--- src/rtl/uart_pkg.sv ---
// Shared definitions for the UART transmitter: register offsets, STATUS/CTRL
// bit positions, FSM state encoding and the level-nibble helper.
package uart_pkg;

    // Byte offsets from the window base address
    localparam logic [2:0]  OffData   = 3'd0;
    localparam logic [2:0]  OffStatus = 3'd1;
    localparam logic [2:0]  OffDivLo  = 3'd2;
    localparam logic [2:0]  OffDivHi  = 3'd3;
    localparam logic [2:0]  OffCtrl   = 3'd4;
    localparam logic [15:0] WinSize   = 16'd5;

    // STATUS bit positions; level occupies bits 7:4
    localparam int unsigned StatusFull     = 0;
    localparam int unsigned StatusEmpty    = 1;
    localparam int unsigned StatusBusy     = 2;
    localparam int unsigned StatusOverrun  = 3;
    localparam int unsigned StatusLevelLsb = 4;

    // CTRL bit positions
    localparam int unsigned CtrlTxen  = 0;
    localparam int unsigned CtrlIrqen = 1;

    typedef enum logic [1:0] {
        StIdle,
        StStart,
        StData,
        StStop
    } tx_state_e;

    // A 16-deep FIFO can hold 16 bytes; the nibble saturates at 0xF
    function automatic logic [3:0] level_nibble(input logic [4:0] level);
        return (level > 5'd15) ? 4'hF : level[3:0];
    endfunction

endpackage

--- src/rtl/uart_fifo.sv ---
// Synchronous FIFO for the TX path. A push into a full FIFO is accepted only
// when a pop happens on the same edge; the head is presented combinationally.
module uart_fifo #(
    parameter int unsigned Depth = 8,
    parameter int unsigned Width = 8,
    localparam int unsigned AddrW = $clog2(Depth),
    localparam int unsigned LvlW  = AddrW + 1
) (
    input  logic             clk,
    input  logic             reset,
    input  logic             push,
    input  logic             pop,
    input  logic [Width-1:0] wdata,
    output logic [Width-1:0] rdata,
    output logic [LvlW-1:0]  level,
    output logic             full,
    output logic             empty
);

    logic [Width-1:0] mem_q [Depth];
    logic [AddrW-1:0] wptr_q;
    logic [AddrW-1:0] rptr_q;
    logic [LvlW-1:0]  level_q;
    logic             do_push;
    logic             do_pop;

    assign empty   = (level_q == '0);
    assign full    = (level_q == LvlW'(Depth));
    assign do_pop  = pop && !empty;
    assign do_push = push && (!full || do_pop);
    assign rdata   = mem_q[rptr_q];
    assign level   = level_q;

    // Storage array; contents need no reset since the pointers gate every read
    always_ff @(posedge clk) begin
        if (do_push) begin
            mem_q[wptr_q] <= wdata;
        end
    end

    // Pointer and occupancy tracking; power-of-two depth lets pointers wrap freely
    always_ff @(posedge clk or negedge reset) begin
        if (!reset) begin
            wptr_q  <= '0;
            rptr_q  <= '0;
            level_q <= '0;
        end else begin
            if (do_push) begin
                wptr_q <= wptr_q + AddrW'(1);
            end
            if (do_pop) begin
                rptr_q <= rptr_q + AddrW'(1);
            end
            case ({do_push, do_pop})
                2'b10:   level_q <= level_q + LvlW'(1);
                2'b01:   level_q <= level_q - LvlW'(1);
                default: level_q <= level_q;
            endcase
        end
    end

endmodule

--- src/rtl/uart_tx.sv ---
// UART transmitter with a byte-addressed 5-register window on a 16-bit data bus:
// TX FIFO, programmable bit divisor, 8N1 framing and a level interrupt.
module uart_tx
    import uart_pkg::*;
#(
    parameter logic [15:0] BASEADDR  = 16'h0010,
    parameter int unsigned FIFODEPTH = 8,
    parameter logic [15:0] DIVRESET  = 16'd103
) (
    input  logic        clk,
    input  logic        reset,
    input  logic [15:0] dread_addr,
    output logic [15:0] dread_data,
    input  logic [15:0] dwrite_addr,
    input  logic [15:0] dwrite_data,
    input  logic [1:0]  dwrite_en,
    output logic        txd,
    output logic        irq
);

    localparam int unsigned LvlW = $clog2(FIFODEPTH) + 1;

    // Control/status registers
    logic [15:0] div_q;
    logic        txen_q;
    logic        irqen_q;
    logic        ovr_q;

    // Transmit engine
    tx_state_e   state_q;
    logic [15:0] cnt_q;
    logic [2:0]  bit_q;
    logic [7:0]  shift_q;
    logic        txd_q;
    logic        bit_done;

    // FIFO interface
    logic            fifo_push;
    logic            fifo_pop;
    logic [7:0]      fifo_wdata;
    logic [7:0]      fifo_rdata;
    logic [LvlW-1:0] fifo_level;
    logic            fifo_full;
    logic            fifo_empty;

    // Write decode results
    logic [15:0] wr_off [2];
    logic        ovr_clr;
    logic        ovr_set;
    logic        divlo_we;
    logic        divhi_we;
    logic        ctrl_we;
    logic [7:0]  divlo_wd;
    logic [7:0]  divhi_wd;
    logic [7:0]  ctrl_wd;

    logic [7:0]  status;
    logic        busy;

    uart_fifo #(
        .Depth (FIFODEPTH),
        .Width (8)
    ) u_fifo (
        .clk   (clk),
        .reset (reset),
        .push  (fifo_push),
        .pop   (fifo_pop),
        .wdata (fifo_wdata),
        .rdata (fifo_rdata),
        .level (fifo_level),
        .full  (fifo_full),
        .empty (fifo_empty)
    );

    assign busy     = (state_q != StIdle);
    assign bit_done = (cnt_q == '0);
    assign txd      = txd_q;
    assign irq      = irqen_q & fifo_empty & ~busy;

    assign wr_off[0] = dwrite_addr - BASEADDR;
    assign wr_off[1] = dwrite_addr + 16'd1 - BASEADDR;

    // Returns the register byte at a bus address, 0x00 outside the window
    function automatic logic [7:0] read_byte(input logic [15:0] addr,
                                             input logic [7:0]  stat,
                                             input logic [15:0] div,
                                             input logic [1:0]  ctrl);
        logic [15:0] off;
        off = addr - BASEADDR;
        read_byte = 8'h00;
        if (off < WinSize) begin
            case (off[2:0])
                OffStatus: read_byte = stat;
                OffDivLo:  read_byte = div[7:0];
                OffDivHi:  read_byte = div[15:8];
                OffCtrl:   read_byte = {6'b0, ctrl};
                default:   read_byte = 8'h00;
            endcase
        end
    endfunction

    // Assemble the STATUS byte from live state
    always_comb begin
        status                         = '0;
        status[StatusFull]             = fifo_full;
        status[StatusEmpty]            = fifo_empty;
        status[StatusBusy]             = busy;
        status[StatusOverrun]          = ovr_q;
        status[StatusLevelLsb +: 4]    = level_nibble(5'(fifo_level));
    end

    // Decode both write lanes independently into per-register strobes
    always_comb begin
        fifo_push  = 1'b0;
        fifo_wdata = '0;
        ovr_clr    = 1'b0;
        divlo_we   = 1'b0;
        divhi_we   = 1'b0;
        ctrl_we    = 1'b0;
        divlo_wd   = '0;
        divhi_wd   = '0;
        ctrl_wd    = '0;
        for (int i = 0; i < 2; i++) begin
            if (dwrite_en[i] && (wr_off[i] < WinSize)) begin
                case (wr_off[i][2:0])
                    OffData: begin
                        fifo_push  = 1'b1;
                        fifo_wdata = dwrite_data[8*i +: 8];
                    end
                    OffStatus: ovr_clr = dwrite_data[8*i + StatusOverrun];
                    OffDivLo: begin
                        divlo_we = 1'b1;
                        divlo_wd = dwrite_data[8*i +: 8];
                    end
                    OffDivHi: begin
                        divhi_we = 1'b1;
                        divhi_wd = dwrite_data[8*i +: 8];
                    end
                    OffCtrl: begin
                        ctrl_we = 1'b1;
                        ctrl_wd = dwrite_data[8*i +: 8];
                    end
                    default: ;
                endcase
            end
        end
    end

    // A push into a full FIFO is lost unless the engine pops on the same edge
    assign ovr_set = fifo_push && fifo_full && !fifo_pop;

    // Pop whenever a new frame can start: from idle, or straight out of a finished stop bit
    always_comb begin
        fifo_pop = 1'b0;
        if (txen_q && !fifo_empty) begin
            if (state_q == StIdle) begin
                fifo_pop = 1'b1;
            end else if ((state_q == StStop) && bit_done) begin
                fifo_pop = 1'b1;
            end
        end
    end

    // Register file updates; overrun set wins over a simultaneous clear
    always_ff @(posedge clk or negedge reset) begin
        if (!reset) begin
            div_q   <= DIVRESET;
            txen_q  <= 1'b0;
            irqen_q <= 1'b0;
            ovr_q   <= 1'b0;
        end else begin
            if (divlo_we) begin
                div_q[7:0] <= divlo_wd;
            end
            if (divhi_we) begin
                div_q[15:8] <= divhi_wd;
            end
            if (ctrl_we) begin
                txen_q  <= ctrl_wd[CtrlTxen];
                irqen_q <= ctrl_wd[CtrlIrqen];
            end
            if (ovr_set) begin
                ovr_q <= 1'b1;
            end else if (ovr_clr) begin
                ovr_q <= 1'b0;
            end
        end
    end

    // Registered read port: both lanes sample state before this edge's updates
    always_ff @(posedge clk or negedge reset) begin
        if (!reset) begin
            dread_data <= '0;
        end else begin
            dread_data <= {read_byte(dread_addr + 16'd1, status, div_q, {irqen_q, txen_q}),
                           read_byte(dread_addr, status, div_q, {irqen_q, txen_q})};
        end
    end

    // Frame engine: each bit lasts div_q+1 clocks, divisor sampled at every bit start
    always_ff @(posedge clk or negedge reset) begin
        if (!reset) begin
            state_q <= StIdle;
            cnt_q   <= '0;
            bit_q   <= '0;
            shift_q <= '0;
            txd_q   <= 1'b1;
        end else begin
            unique case (state_q)
                StIdle: begin
                    if (fifo_pop) begin
                        state_q <= StStart;
                        shift_q <= fifo_rdata;
                        cnt_q   <= div_q;
                        txd_q   <= 1'b0;
                    end
                end
                StStart: begin
                    if (bit_done) begin
                        state_q <= StData;
                        cnt_q   <= div_q;
                        bit_q   <= '0;
                        txd_q   <= shift_q[0];
                    end else begin
                        cnt_q <= cnt_q - 16'd1;
                    end
                end
                StData: begin
                    if (bit_done) begin
                        cnt_q <= div_q;
                        if (bit_q == 3'd7) begin
                            state_q <= StStop;
                            txd_q   <= 1'b1;
                        end else begin
                            bit_q   <= bit_q + 3'd1;
                            shift_q <= {1'b0, shift_q[7:1]};
                            txd_q   <= shift_q[1];
                        end
                    end else begin
                        cnt_q <= cnt_q - 16'd1;
                    end
                end
                StStop: begin
                    if (bit_done) begin
                        if (fifo_pop) begin
                            state_q <= StStart;
                            shift_q <= fifo_rdata;
                            cnt_q   <= div_q;
                            txd_q   <= 1'b0;
                        end else begin
                            state_q <= StIdle;
                            txd_q   <= 1'b1;
                        end
                    end else begin
                        cnt_q <= cnt_q - 16'd1;
                    end
                end
                default: begin
                    state_q <= StIdle;
                    txd_q   <= 1'b1;
                end
            endcase
        end
    end

endmodule

--- config.mk ---
export PLATFORM = sky130hd
export DESIGN_NAME = uart_tx
export DESIGN_NICKNAME = d
export VERILOG_FILES = /design/src/rtl/uart_pkg.sv /design/src/rtl/uart_fifo.sv /design/src/rtl/uart_tx.sv
export SDC_FILE = /design/constraint.sdc
export NUM_CORES = 1
export LEC_CHECK = 0
export CELL_PAD_IN_SITES_DETAIL_PLACEMENT = 1
export CELL_PAD_IN_SITES_GLOBAL_PLACEMENT = 1
export CORE_ASPECT_RATIO = 1.4
export CORE_MARGIN = 2
export CORE_UTILIZATION = 50
export DETAILED_ROUTE_END_ITERATION = 12
export GPL_TIMING_DRIVEN = 0
export PLACE_DENSITY = 0.83
export SLEW_MARGIN = 15
export SYNTH_ARGS = -nofsm -noshare
export SYNTH_HDL_FRONTEND = slang
export SYNTH_SLANG_ARGS = --single-unit
--- constraint.sdc ---
create_clock -name clk -period 4.9 [get_ports clk]
set_input_delay 0.98 -clock clk [delete_from_list [all_inputs] [get_ports clk]]
set_output_delay 0.98 -clock clk [all_outputs]
set_load 0.01 [all_outputs]
-- Word level (Yosys, flattened, before mapping)
Memories as Yosys holds them, arrays and structs flattened.
Index checks and enable logic that the tools add are counted.
- word-level logic and storage cells: 165
- bits in registers: 75
- RAM bits: 64
- input bits: 52
- output and inout bits: 18
- memories kept: 1
- memories (name ; depth ; width ; rd ports ; clocked after Yosys merged registers in ; write ports ; line ; source):
    u_fifo.mem_q ; 8 ; 8 ; 1 ; 0 ; 1 ; uart_fifo.sv:20 ; logic [Width-1:0] mem_q [Depth];
- order comparisons: 4
- $add $sub $neg: 12
- bitwise operators: 3
- reduce and logical (&&, ||, !) cells: 27
- equality and inequality tests: 29
- muxes and demuxes: 75
- operators by type and width (operator ; number):
    8-bit two-way mux ; 18
    16-bit by 3-bit less-than comparator with 1-bit output (second input constant) ; 4
    8-bit case mux with 4 select lines ; 2
    16-bit by 5-bit subtractor with 16-bit output (second input constant) ; 4
    16-bit two-way mux ; 3
    16-bit case mux with 3 select lines ; 1
    1-bit two-way mux ; 34
    16-bit by 1-bit adder with 16-bit output (second input constant) ; 2
    3-bit by 2-bit == test with 1-bit output (second input constant) ; 8
    8-bit case mux with 3 select lines ; 1
    2-bit two-way mux ; 9
    16-bit zero test ; 1
    16-bit by 1-bit subtractor with 16-bit output (second input constant) ; 1
    3-bit == test (second input constant) ; 5
    3-bit by 1-bit == test with 1-bit output (second input constant) ; 4
    2-bit != test (second input constant) ; 6
    4-bit AND reduction ; 3
    3-bit by 1-bit adder with 3-bit output (second input constant) ; 3
    3-bit two-way mux ; 3
    1-bit logical AND ; 8
    2-bit case mux with 4 select lines ; 1
    4-bit case mux with 2 select lines ; 1
    2-bit nonzero test ; 4
    2-bit == test (second input constant) ; 3
    16 further kinds ; 21

-- Logic depth before layout (Yosys ltp)
- depth after elaboration: 10
- depth in mapped cells: 14
- gate-level depth less buffers: 12

-- Cells and area by module
From an unflattened synthesis, not the netlist that was laid out.
- cell total of the unflattened synthesis: 653
- area, all modules: 7563.5 um2
- by module, submodules not included (module ; cells each ; area each (um2) ; instances ; seq. area each (um2)):
    uart_tx ; 494 ; 4440.5 ; 1 ; 1634.1
    uart_fifo ; 159 ; 3123.0 ; 1 ; 2172.1

-- Worst setup path before layout
No wires, ideal clock.
- path type: input to register
- start point: input port dwrite_addr[1]
- end point: memory u_fifo.mem_q[0][0] (enable)
- setup time: 0.395 ns
- path buffers: 2
- arrival time: 3.663 ns
- setup slack: 0.842 ns
- data required time: 4.505 ns
- cell stages on the path: 10
- cells stage by stage: buf_2 nand2_2 inv_1 ha_1 clkbuf_1 o2111a_1 nand4_1 nor4b_4 o21ai_4 nor4_1
- longest elaborated chain between the ends: 9
- elaborated cells on any way between the ends: 16
- ends and longest elaborated chain (item ; line ; source):
    start, declared ; uart_tx.sv:14 ; input logic [15:0] dwrite_addr,
    branches (longest 5 deep; another with 16-bit by 1-bit adder with 16-bit output) ; -- ;
    1-bit two-way mux (*) ; uart_tx.sv:124 ; if (dwrite_en[i] && (wr_off[i] < WinSize)) begin
    1-bit logical AND (*) ; uart_fifo.sv:30 ; assign do_push = push && (!full || do_pop);
    1-bit two-way mux (*) ; uart_fifo.sv:36 ; if (do_push) begin
    1-bit two-way mux (implied by the code) (*) ; uart_fifo.sv:37 ; mem_q[wptr_q] <= wdata;
    end, declared ; uart_fifo.sv:20 ;
Every way passes the cells marked *.

-- Worst setup path in the final report
- start point: input port dwrite_addr[1]
- end point: memory u_fifo.mem_q[5][0] (enable)
Same word-level chain as after synthesis.

==> impl_metrics.yaml <==
clocking:
  cts_root_buf: "clkbuf_16"
  clock_sinks: 139
  clk_pin_slew_worst_paths_ns: 0.08
  cts_buffer_depth: 2
  htreeDepth: 4
  post-cts-setup-buffers: 0
  numCtsBuffers: 17
  cts_hold_buf: 0
  worstSkewPairLatency_ns: 0.43
  cts_tree: "done"
floorplanning:
  rows: 52
  dieWidth_um: 107.4
  core_sq_um: 14570
  start_util_pct: 51.31
  die_y_um: 148.7
  ioPinCount: 70
  dieArea_sq_um: 15970
global_route:
  antenna_found_initial: 0
  grt_overflow: 0
  grt_use_total_pct: 31.72
  grt_pass1_wl_mm: 37.95
  grt_max_degree: 50
  grt_pass1_vias: 6950
worst_setup_path:
  end_kind: "flop"
  slowest_delay_ns: 0.75
  cp.required_ns: 4.95
  cp.arrival_ns: 4.61
  crit_path_start_kind: "input pin"
  cp_slowest_cell: "nor2_1"
  crit_chain: "clkdlybuf4s50_1 -> buf_2 -> nand2_2 -> inv_1 -> ha_1 -> clkbuf_1 -> o2111a_1 -> nand4_1 -> nor4b_4 -> o211ai_1 -> nor2_1"
  cp_max_fo: 10
  worst-setup-path-type: "in -> reg"
sta:
  worst_pin_slew_ns: 1.030
  setup_violations: 0
  skew_ns: 0.01276
  slew_headroom_pct: 31.00
  period_share_pct: 92.91
  tns_ns: 0
  maxSlewViolCount: 0
  rsz0062_at_grt: "no"
  finalHoldViolCount: 0
  period_minus_slack_ns: 4.552
  fmax_ghz: 0.2197
synth:
  synth_area_leaders: "edfxtp_1 (26%), dfrtp_1 (23%), mux4_2 (4.8%)"
  yosysTopAreaCell: "edfxtp_1"
  synth_xor_xnor_area_share_pct: 2.342
  synth_compound_area_share_pct: 13.80
  synthTopCellsByCount: "nor2_1 (75), dfrtp_1 (69), edfxtp_1 (64)"
  synth_nets: 732
  synth_warnings: 0
  synthSimpleGateAreaFrac_pct: 16.97
  yosys_most_used_dff: "dfrtp_1"
  synth_edf_count: 64
  syn_inst: 667
  async_reset_ff_share_pct: 53.96
  synth-seq-cells: 139
  ys_seq_area_share_pct: 50.90
  synthesis.area_sq_um: 7478
  synth.mux.area_fraction_pct: 11.06
  synth_top_area_share_pct: 25.70
  yosysUniqueCellTypes: 80
  yosysMostFrequentCell: "nor2_1"
  syn_avg_cell_area_sq_um: 11.21
  synthAdderAreaFrac_pct: 2.175
  synth_top_family_by_area: "simple AND/OR/NAND/NOR gates"
power:
  ir_drop_uv: 268.0
  powerDensity_nw_per_um2: 409.9
  p_leak_nw: 3.418
min_path:
  hold_path.class: "in -> async"
run_status:
  status: "finished clean"
placement:
  place_inst: 926
  place_congestion: 0.8758
  portBuffers: 68
  dp_hpwl_mm: 16.78
finish:
  finalNonFillerCells: 958
  fill_cells: 1521
  n_antenna_cell: 0
  nNetsFinal: 821
  syn_to_final_growth_pct: 21.40
  drive_gt1_share_pct: 14.56
route:
  vias_per_cell: 6.538
  ant_nets: 0
  wl_per_cell_um: 25.44
  drc_errors: 0
  drt_iter0_drc: 423
  drt_first_pass_iters: 6
  wl_mm: 24.37
  num_vias: 6263
job:
  cap_violations: 0
area by class of cell:
class,count,area [sq um],area share (%)
clock buffers,17,425.4,4.686
clock inverters,15,198.9,2.191
plain buffers,34,142.6,1.571
repair buffers,70,713.2,7.856
inverters,17,63.81,0.7029
flip-flops and latches,139,3806,41.92
well taps,189,236.5,2.605
multi-input cells,477,3492,38.46
worst paths after layout:
check / slack, ns / start / cells after the start / endpoint
worst max register to register: 1.46 / cnt_q[0] / 7 / u_fifo.mem_q[5][0]
worst max-delay path: 0.35 / dwrite_addr[1] / 11 / u_fifo.mem_q[5][0]
max in group asynchronous: 3.79 / reset / 2 / txd
worst min register to register: 0.49 / txd / 2 / txd
min in group clk: 0.49 / txd / 2 / txd
worst min-delay path: 0.48 / reset / 1 / u_fifo.wptr_q[0]
kinds of logic (layout without fill, tap and decap cells):
kind of cell | Yosys count | in the layout
compound gates | 147 | 147
xor+xnor | 20 | 20
fa+ha+maj | 13 | 13
buf+inv | 51 | 153
flops | 139 | 139
mux | 61 | 61
simple gates | 236 | 236
placed cells by master (no fill, tap or decap), types with 4 or more instances in the layout:
cell type        synthesis  routed
nor2_1                  75      75
dfrtp_1                 69      69
clkdlybuf4s50_1          0      67
edfxtp_1                64      64
nand2_1                 54      54
mux2i_1                 35      35
a21oi_1                 31      31
o21ai_0                 28      28
clkbuf_1                21      21
nor3_1                  22      18
inv_1                   17      17
clkbuf_16                0      17
mux4_2                  16      16
o22ai_1                 14      14
ha_1                    13      13
nand3_1                 12      12
xnor2_1                 12      12
o32ai_1                  9       9
xor2_1                   8       8
nand4_1                  8       8
buf_2                    8       8
nor4_1                   9       8
a22o_2                   8       8
clkinv_8                 0       8
nor2b_1                  6       6
a31oi_1                  6       6
a222oi_1                 6       6
mux2_2                   6       6
dfstp_2                  6       6
nor3_2                   1       5
or3_1                    5       5
a22o_1                   5       5
a32oi_1                  5       5
nand2b_1                 5       5
and3b_1                  5       5
or4_1                    4       4
a22oi_1                  4       4
critical path, delay by kind of cell:
family          cells  cell delay (ns)
fa+ha+maj           1             0.27
simple gates        4             1.71
buf+inv             4             1.01
compound gates      2             0.63
flip-flops by register name, indices dropped and copies added, names as in the netlist, 2 cells and up:
signal	cells
bit_q	3
state_q	2
u_fifo.rptr_q	3
dread_data	16
div_q	16
shift_q	8
u_fifo.level	4
u_fifo.wptr_q	3
u_fifo.mem_q	64
cnt_q	16
through the flow:
step                      total power [mW]  cell area (sq um)  hold WS, ns  worst slack (ns)  util [%]
after global placement               2.241               8396       0.4635           -0.4648     57.61
after CTS                            3.686               9079       0.4857            0.3043     62.29
after global routing                 3.851               9079       0.5052            0.1049     62.29
after detailed placement             2.330               8449       0.4825           -0.3853     57.98
final                                3.721               9079       0.4795            0.3476     62.29
after floorplan                      2.006               7478       0.4585            0.8424         -
metal layers:
metal / vias to the layer above / part of all wire (%) / global-route usage, %
li1: 2727 / - / -
met3: 103 / 4.7 / 5.434
met2: 258 / 54 / 58.04
met5: - / 0 / 0
met4: 0 / 5.0 / 15.71
met1: 3175 / 36 / 35.10
repair_timing:
item | 4_1_cts | 5_1_grt
resized for setup | 1 | 0
endpoints found under the setup margin | 8 | 0
endpoints found under the hold margin | 0 | 0
power breakdown:
part	internal (mW)	switching [mW]
sequential	1.28	0.0894
clock	0.696	0.630
combinational	0.350	0.678
total	2.32	1.40
Note: power is estimated with default switching activity, not from simulation.
